**config.mk**
```make
export PLATFORM = sky130hd
export DESIGN_NAME = elastic_join
export DESIGN_NICKNAME = d
export VERILOG_FILES = /design/src/rtl/elastic_join.sv
export SDC_FILE = /design/constraint.sdc
export NUM_CORES = 1
export LEC_CHECK = 0
export CORE_ASPECT_RATIO = 2
export CORE_UTILIZATION = 50
export DETAILED_ROUTE_END_ITERATION = 7
export GPL_ROUTABILITY_DRIVEN = 0
export GPL_TIMING_DRIVEN = 0
export PLACE_DENSITY = 0.84
export REMOVE_ABC_BUFFERS = 1
export SETUP_SLACK_MARGIN = 0.4
export SKIP_CTS_REPAIR_TIMING = 1
export SLEW_MARGIN = 20
export SYNTH_ARGS = -nofsm -noshare
export SYNTH_HDL_FRONTEND = slang
export SYNTH_SLANG_ARGS = --single-unit
export TNS_END_PERCENT = 30
```
**constraint.sdc**
```tcl
create_clock -name clk -period 21.8 [get_ports clk]
set_clock_uncertainty 0.05 [all_clocks]
set_input_delay 3.27 -clock clk [delete_from_list [all_inputs] [get_ports clk]]
set_output_delay 3.27 -clock clk [all_outputs]
set_load 0.01 [all_outputs]
```
**src/rtl/elastic_join.sv**
```systemverilog
// elastic_join: joins NEIGHBOR_PE_NUM elastic input lanes into one operand set.
// Each lane has a 2-entry FIFO so a producer can run one word ahead of the
// slowest enabled lane. A set fires when every enabled lane holds a word and
// the consumer is not stalling. Lanes are enabled by the available_input mask.
module elastic_join #(
  parameter int DATA_WIDTH      = 32,
  parameter int NEIGHBOR_PE_NUM = 4
) (
  input  logic                       clk,
  input  logic                       reset,
  input  logic [DATA_WIDTH-1:0]      input_data [NEIGHBOR_PE_NUM],
  input  logic [NEIGHBOR_PE_NUM-1:0] valid_input,
  output logic [NEIGHBOR_PE_NUM-1:0] stop_input,
  output logic [DATA_WIDTH-1:0]      output_data [NEIGHBOR_PE_NUM],
  output logic                       valid_output,
  input  logic                       stop_output,
  input  logic [NEIGHBOR_PE_NUM-1:0] available_input
);

  localparam int N = NEIGHBOR_PE_NUM;

  // Per-lane 2-entry buffer state.
  logic [DATA_WIDTH-1:0] mem   [N][2];
  logic                  head  [N];
  logic [1:0]            count [N];

  logic [N-1:0] push;
  logic [N-1:0] pop;
  logic [N-1:0] lane_ready;
  logic         fire;

  // Per-lane handshake decode and head-entry presentation.
  always_comb begin
    // NOTE: every output of a combinational block gets a default first, so
    // no path through the block leaves a value held and a latch is inferred.
    stop_input = '0;
    push       = '0;
    lane_ready = '0;
    for (int i = 0; i < N; i++) begin
      output_data[i] = '0;
      // Backpressure depends only on registered count and the static mask,
      // never on stop_output, which keeps long combinational paths out.
      stop_input[i] = available_input[i] & (count[i] == 2'd2);
      push[i]       = valid_input[i] & available_input[i] & ~stop_input[i];
      // A disabled lane never holds the join back.
      lane_ready[i] = ~available_input[i] | (count[i] != 2'd0);
      if (available_input[i]) begin
        output_data[i] = mem[i][head[i]];
      end
    end
  end

  // Join condition: at least one lane enabled and all enabled lanes hold data.
  always_comb begin
    valid_output = (|available_input) & (&lane_ready);
    fire         = valid_output & ~stop_output;
    pop          = fire ? available_input : '0;
  end

  for (genvar g = 0; g < N; g++) begin : g_lane
    logic tail;
    // Next free slot: head when empty, the other slot when one word is held.
    assign tail = head[g] ^ count[g][0];

    // Lane FIFO update: write at tail on push, advance head on pop.
    always_ff @(posedge clk or posedge reset) begin
      if (reset) begin
        // NOTE: storage is cleared on reset so output_data reads zero from
        // the first cycle; a plain RAM would be left unreset instead.
        mem[g][0] <= '0;
        mem[g][1] <= '0;
        head[g]   <= 1'b0;
        count[g]  <= 2'd0;
      end else begin
        // NOTE: non-blocking assignments here, so every register samples the
        // pre-edge values no matter the order of the statements.
        if (push[g]) begin
          mem[g][tail] <= input_data[g];
        end
        if (pop[g]) begin
          head[g] <= ~head[g];
        end
        case ({push[g], pop[g]})
          2'b10:   count[g] <= count[g] + 2'd1;
          2'b01:   count[g] <= count[g] - 2'd1;
          default: count[g] <= count[g];
        endcase
      end
    end
  end

endmodule
```
# After elaboration in Yosys (flattened, before gate mapping)
# Cells that the tools add are included.
# totals
ff_bits	268
inputBits	139
word_cells	138
# classes
n_addsub	8
order_cmp	12
eq_ne	12
n_mux	33
bitwise	43
n_reduce_logical	14
# ops
operator	n
two-way mux 32 bit	20
bitwise mux 64 bit	4
demux 32 bit (select 1 bit)	4
== test 2 bit, second input constant	8
greater-or-equal comparator 2 bit, second input constant	8
inverter 1 -> 2 bit	8
case mux 2 bit (2 select lines)	4
nonzero test 2 bit	8
bitwise AND 1 bit	14
inverter 1 bit	13
adder 2 x 1 -> 2 bit, second input constant	4
== test 2 x 1 -> 1 bit, second input constant	4
less-than comparator 2 x 1 -> 1 bit, second input constant	4
subtractor 2 x 1 -> 2 bit, second input constant	4
logical AND 1 bit	4
two-way mux 4 bit	1
bitwise OR 1 bit	4
AND reduction 4 bit	1
OR reduction 4 bit	1
XOR 1 bit	4

# Longest topological paths before layout
# Gate-level depths: netlist of run 1.
# depth
depth_word	8
depth_mapped	9

# Least setup slack after synthesis of run 1
# Ideal clock, no wire load.
# synth_path
kind	input -> output
start	input available_input[3]
end	output valid_output
t_arrival_ns	4.058
t_required_ns	18.480
path_slack_ns	14.422
cell_stages	3
n_path_buf	0
cell_sequence	nor3b_1 -> a2111oi_4 -> o41a_1
# synth_via
elab_chain_len	4
elab_cells_between_ends	5
# synth_rtl
item	line	rtl
start: declaration	17	input logic [NEIGHBOR_PE_NUM-1:0] available_input
inverter 1 bit	46	lane_ready[i] = ~available_input[i] | (count[i] != 2'd0);
bitwise OR 1 bit	46	
AND reduction 4 bit	55	valid_output = (|available_input) & (&lane_ready);
bitwise AND 1 bit *	55	
end: declaration	15	output logic valid_output,
# Mark *: on every way between the ends. The rest lies on a longest branch, timed or not.

# Worst setup path after layout of run 1
# Same ends and word-level chain as after synthesis.

==> metrics.yaml, run 1 <==
drv_slew: 0
p_comb_share_pct: 43.0
multi_input_area_um2: 6012
hold_viol: 0
post-dp-hpwl_um: 18940
fp.dieH_um: 231.4
antenna_found_initial: 4
path_max_fanout: 38
io_pins: 272
rr_endpoint: "mem[114]"
route.detailed.drc: 0
syn2layout_area_growth_pct: 28.44
critPathKind: "input pin to output port"
cp-start-kind: "input pin"
fin_crit_ns: 8.469
final_cell_mix: "267 x clkdlybuf4s50_1, 264 x dfrtp_1, 131 x mux2i_1"
rsz0062_at_grt: "no"
arrival_ns: 5.15
num_rows: 83
slew_headroom_pct: 32.16
sw_frac_of_total_pct: 30.39
netSwitchingPower_mw: 0.7403
fin_util_pct: 65.60
io_buffers: 271
grt_pass1_wl_um: 44790
max_freq_mhz: 118.1
clkPwrFrac_pct: 19.1
outcome: "complete, no violations"
grt_max_degree: 102
endpoint_kind: "output port"
hold_depth: 1
vdd_drop_max_v: 0.0001002
final_common_cell: "clkdlybuf4s50_1"
overflow: 0
p_seq_share_pct: 37.9
p_int_mw: 1.696
antenna_left: 0
netlist_area_um2: 13160
timing.final.crit_share_pct: 38.85
start_util_pct: 51.08
yosysWarnings: 0
min_path_type: "flip-flop to flip-flop"
numCtsBuffers: 25
final-seq-area_um2: 6711
synth_cell_types: 26
cts_root_buffer: "clkbuf_16"
cts_tree: "done"
maxCapViolations: 0
cts.clk_slew.worst_paths_ns: 0.07
wl_per_cell_um: 18.81
reg2reg_setup_slack_ns: 19.40
firstDrtPassIters: 4
cts.sinks: 268
placeableCoreArea_um2: 25750
ys_seq_area_share_pct: 50.98
grt_pass1_vias: 8541
worstMarginPinSlew_ns: 1.015
syn_inst: 918
drive_above_1_share_pct: 26.72
required_ns: 18.48
insertion_delay_ns: 0.52
min_from: "mem[236]"
dr.first_iter.drc_count: 300
vias_per_cell: 5.249
nets: 1305
vias: 7994
wirelength_um: 28650
grt_usage_pct: 21.25
holdPathEnd: "mem[236]"
setup_viol: 0
power.leakage_nw: 7.571
clock_path_buffers: 3
powerDensity_nw_per_um2: 144.2
reg2regPathDepth: 3
die_area_um2: 27000
finalSetupTns_ns: 0
syn_avg_cell_area_um2: 14.33
die_x_um: 116.7
ys_seq_elements: 268
cts_max_level: 1
n_fill_cell: 1966
reg2reg_from: "head[1]"
-- critical path: stages --
cell             delay [ns]
buf_2                  0.31
nor3b_1                0.28
a2111oi_4              0.46
o41a_1                 0.22
clkdlybuf4s50_1        0.58
-- kinds of logic after synthesis --
group | after synthesis | share of synthesized area, %
and+or+nand+nor | 167 | 8.218
AOI/OAI and AO/OA | 6 | 0.4471
buffers and inverters | 69 | 3.491
xor gates and xnor gates | 16 | 1.065
adders and majority gates | 4 | 0.3805
DFF | 268 | 50.98
muxes | 388 | 35.42
-- layer usage --
layer | up-vias | part of all wire [%] | global-route usage (%) | routed length (µm)
met4 | 0 | 4.1 | 10.05 | 1189
met5 | - | 0 | 0 | 0
li1 | 3648 | - | - | -
met1 | 4090 | 39 | 24.98 | 11170
met2 | 199 | 52 | 37.04 | 14980
met3 | 57 | 4.6 | 3.583 | 1317
-- power groups by stage --
stage	sequential, mW	combinational, mW	clock (mW)
2_1_floorplan	0.908	0.686	0
3_3_place_gp	0.954	0.990	0
3_5_place_dp	0.929	1.06	0
4_1_cts	0.924	1.06	0.476
5_1_grt	0.959	1.12	0.495
6_report	0.924	1.05	0.464
-- cells in the mapped netlist, drive strengths merged --
master | count | share of area [%]
or2 | 4 | 0.19
xnor2 | 16 | 1.1
nor2 | 9 | 0.54
inv | 9 | 0.26
nand3b | 4 | 0.23
nand3 | 4 | 0.36
buf | 48 | 2.9
nand2b | 3 | 0.14
nor2b | 128 | 6.1
o41a | 1 | 0.086
ha | 4 | 0.38
nor3 | 4 | 0.15
clkbuf | 12 | 0.34
a2111oi | 1 | 0.21
nor3b | 7 | 0.40
mux2i | 131 | 10
dfrtp | 268 | 51
a21oi | 4 | 0.15
nand2 | 4 | 0.11
mux2 | 257 | 25
-- cell type report --
class	count	share of cell area, %
Clock inverter	7	0.9479
Clock buffer	37	4.147
Inverter	9	0.2444
Tap cell	340	2.518
Multi-Input combinational cell	581	35.58
Sequential cell	268	39.72
Timing Repair Buffer	277	16.78
Antenna cell	4	0.05924
-- metrics by stage --
step	setup WS (ns)	power [mW]	std cells	hold WS [ns]	area, µm²
after floorplan	11.10	1.594	858	0.4074	12730
after global placement	7.905	1.944	1469	0.4159	15870
after detailed placement	13.33	1.986	1475	0.4239	16030
after CTS	13.31	2.464	1519	0.4384	16890
after global routing	13.20	2.578	1523	0.4523	16900
final	13.33	2.436	1523	0.4368	16900
-- state kept, by name, summed over array words and instances, names as in the netlist --
register  count
mem         256
count         8
head          4
-- how the worst max path moves through the flow --
stage                  startpoint           end  slack, ns
2_1_floorplan               reset      count[0]      11.10
3_3_place_gp                reset       mem[26]       7.91
3_5_place_dp   available_input[3]  valid_output      13.33
4_1_cts        available_input[3]  valid_output      13.31
5_1_grt        available_input[3]  valid_output      13.20
6_report       available_input[3]  valid_output      13.33
No activity file was read; power rests on OpenSTA's default activity.
==> run 2, diff against run 1 <==
--- a/config.mk
+++ b/config.mk
@@ -6,11 +6,11 @@
 export NUM_CORES = 1
 export LEC_CHECK = 0
 export CORE_ASPECT_RATIO = 2
-export CORE_UTILIZATION = 50
+export CORE_UTILIZATION = 47
 export DETAILED_ROUTE_END_ITERATION = 7
 export GPL_ROUTABILITY_DRIVEN = 0
 export GPL_TIMING_DRIVEN = 0
-export PLACE_DENSITY = 0.84
+export PLACE_DENSITY = 0.83
 export REMOVE_ABC_BUFFERS = 1
 export SETUP_SLACK_MARGIN = 0.4
 export SKIP_CTS_REPAIR_TIMING = 1
==> constraint.sdc (replaced) <==
create_clock -name clk -period 7.39 [get_ports clk]
set_clock_uncertainty 0.05 [all_clocks]
set_input_delay 1.1085 -clock clk [delete_from_list [all_inputs] [get_ports clk]]
set_output_delay 1.1085 -clock clk [all_outputs]
set_load 0.01 [all_outputs]
==> run 2 against run 1 <==
Effect of this change:
- via count down 1.6%
- wire length about the same
- first-iteration DRC count down 7.0%
- critical path depth unchanged
- combinational power rose to 2.9 times the previous value
- largest cell class unchanged
- sequential power rose to 3.0 times the previous value
- critical endpoint unchanged
- design area down 0.14%
- die area up 6.3%
- non-clock buffer count unchanged
- cell count up 0.79%
- utilization down 4.4 points
==> metrics.yaml, run 2 (synthesized netlist as in run 1, its figures left out) <==
outcome: "complete, no violations"
timing.final.crit_share_pct: 56.29
numCtsBuffers: 25
cp-start-kind: "input pin"
antenna_left: 0
critPathKind: "input pin to output port"
hold_viol: 0
worst_slack_ns: 3.230
firstDrtPassIters: 4
grt_pass1_wl_um: 45200
wl_per_cell_um: 18.68
syn2layout_area_growth_pct: 28.26
drv_slew: 0
largest_registers: "mem: 256 flops, count: 8 flops, head: 4 flops"
top_register: "mem"
final_cell_mix: "267 x clkdlybuf4s50_1, 264 x dfrtp_1, 131 x mux2i_1"
wirelength_um: 28670
setup_viol: 0
placeableCoreArea_um2: 27550
powerDensity_nw_per_um2: 422.7
cts_max_level: 1
vias: 7870
cts_tree: "done"
fin_cells: 1535
path_max_fanout: 38
cts_root_buffer: "clkbuf_16"
insertion_delay_ns: 0.53
dp_slack_ns: 3.223
endpoint_kind: "output port"
n_fill_cell: 2165
route.detailed.drc: 0
die_x_um: 120.3
rr_endpoint: "mem[24]"
endpoint: "valid_output"
cts.clk_slew.worst_paths_ns: 0.06
p_total_mw: 7.132
antenna_found_initial: 5
die_area_um2: 28700
cts.sinks: 268
vdd_drop_max_v: 0.0002584
io_pins: 272
grt_max_degree: 106
crit_start: "available_input[3]"
slew_headroom_pct: 31.79
reg2regPathDepth: 5
min_path_type: "flip-flop to flip-flop"
overflow: 0
vias_per_cell: 5.127
rsz0062_at_grt: "no"
worstMarginPinSlew_ns: 1.021
placed_cells: 1487
power.leakage_nw: 7.558
nets: 1305
maxCapViolations: 0
fp.dieH_um: 238.6
largest_reg_flops: 256
final_common_cell: "clkdlybuf4s50_1"
io_buffers: 271
fin_crit_ns: 4.160
required_ns: 6.23
reg2reg_setup_slack_ns: 4.85
grt_pass1_vias: 8470
clock_path_buffers: 3
arrival_ns: 3.00
num_rows: 86
dr.first_iter.drc_count: 279
post-dp-hpwl_um: 19090
grt_usage_pct: 19.80
finalSetupTns_ns: 0
max_freq_mhz: 240.4
start_util_pct: 47.76
reg2reg_from: "head[0]"
drive_above_1_share_pct: 26.91
run 2: cell types whose count changed in the layout (fill, tap and decap cells not counted), sizes merged:
| cell | change |
|---|---|
| diode | +1 |
| clkbuf | -1 |
| bufinv | -2 |
| clkinv | +2 |
run 2: how the worst min path moves through the flow:
stage	startpoint	to	slack, ns	depth (start not counted)
global placement	mem[236]	mem[236]	0.42	1
global route	mem[224]	mem[224]	0.45	1
finish	mem[245]	mem[245]	0.43	1
detailed placement	mem[224]	mem[224]	0.42	1
CTS	mem[224]	mem[224]	0.44	1
floorplan	mem[224]	mem[224]	0.41	1
run 2: layer usage:
| metal | wire length (µm) | global-route usage (%) | up-vias | share of wire [%] |
|---|---|---|---|---|
| li1 | - | - | 3658 | - |
| met2 | 15100 | 35.28 | 193 | 53 |
| met5 | 0 | 0 | - | 0 |
| met4 | 1166 | 9.203 | 0 | 4.1 |
| met3 | 1252 | 3.101 | 52 | 4.4 |
| met1 | 11160 | 23.04 | 3967 | 39 |
run 2: layout make-up:
type | instances | area, µm² | area share [%]
sequential | 268 | 6711 | 39.78
multi-input combinational | 581 | 6012 | 35.63
clock inverter | 7 | 110.1 | 0.6526
tap | 352 | 440.4 | 2.610
clock buffer | 36 | 716.9 | 4.249
inverter | 9 | 41.29 | 0.2447
antenna | 5 | 12.51 | 0.07416
timing repair buffer | 277 | 2828 | 16.76
run 2: power by group:
| part | leakage, nW | switching [mW] | internal (mW) |
|---|---|---|---|
| clock network | 0.409 | 0.551 | 0.775 |
| registers | 3.19 | 0.504 | 2.22 |
| logic | 3.96 | 1.13 | 1.95 |
run 2: metrics by stage:
| step | hold WS [ns] | cell area, µm² | util [%] |
|---|---|---|---|
| 4_1_cts | 0.4393 | 16860 | 61.21 |
| 6_report | 0.4346 | 16870 | 61.25 |
| 5_1_grt | 0.4543 | 16870 | 61.25 |
| 3_5_place_dp | 0.4240 | 16030 | 58.20 |
| 2_1_floorplan | 0.4074 | 12730 | - |
| 3_3_place_gp | 0.4176 | 15880 | 57.66 |
run 2: critical path, stage by stage:
cell and delay [ns]:
buf_2 0.31, nor3b_1 0.28, a2111oi_4 0.47, o41a_1 0.22
clkdlybuf4s50_1 0.58
==> run 3, diff against run 2 <==
==> constraint.sdc (replaced) <==
create_clock -name clk -period 3.8 [get_ports clk]
set_clock_uncertainty 0.05 [all_clocks]
set_input_delay 0.57 -clock clk [delete_from_list [all_inputs] [get_ports clk]]
set_output_delay 0.57 -clock clk [all_outputs]
set_load 0.01 [all_outputs]
==> results of run 3 <==
Same layout as run 2 (identical final DEF). Status: complete, no violations.
Among the figures that moved: setup slack after placement 3.223 ns -> 0.7097 ns; setup slack after layout 3.230 ns -> 0.7168 ns; register-to-register setup slack 4.85 ns -> 1.26 ns; total power 7.132 mW -> 13.87 mW; worst IR drop on VDD 0.0002584 V -> 0.0005026 V
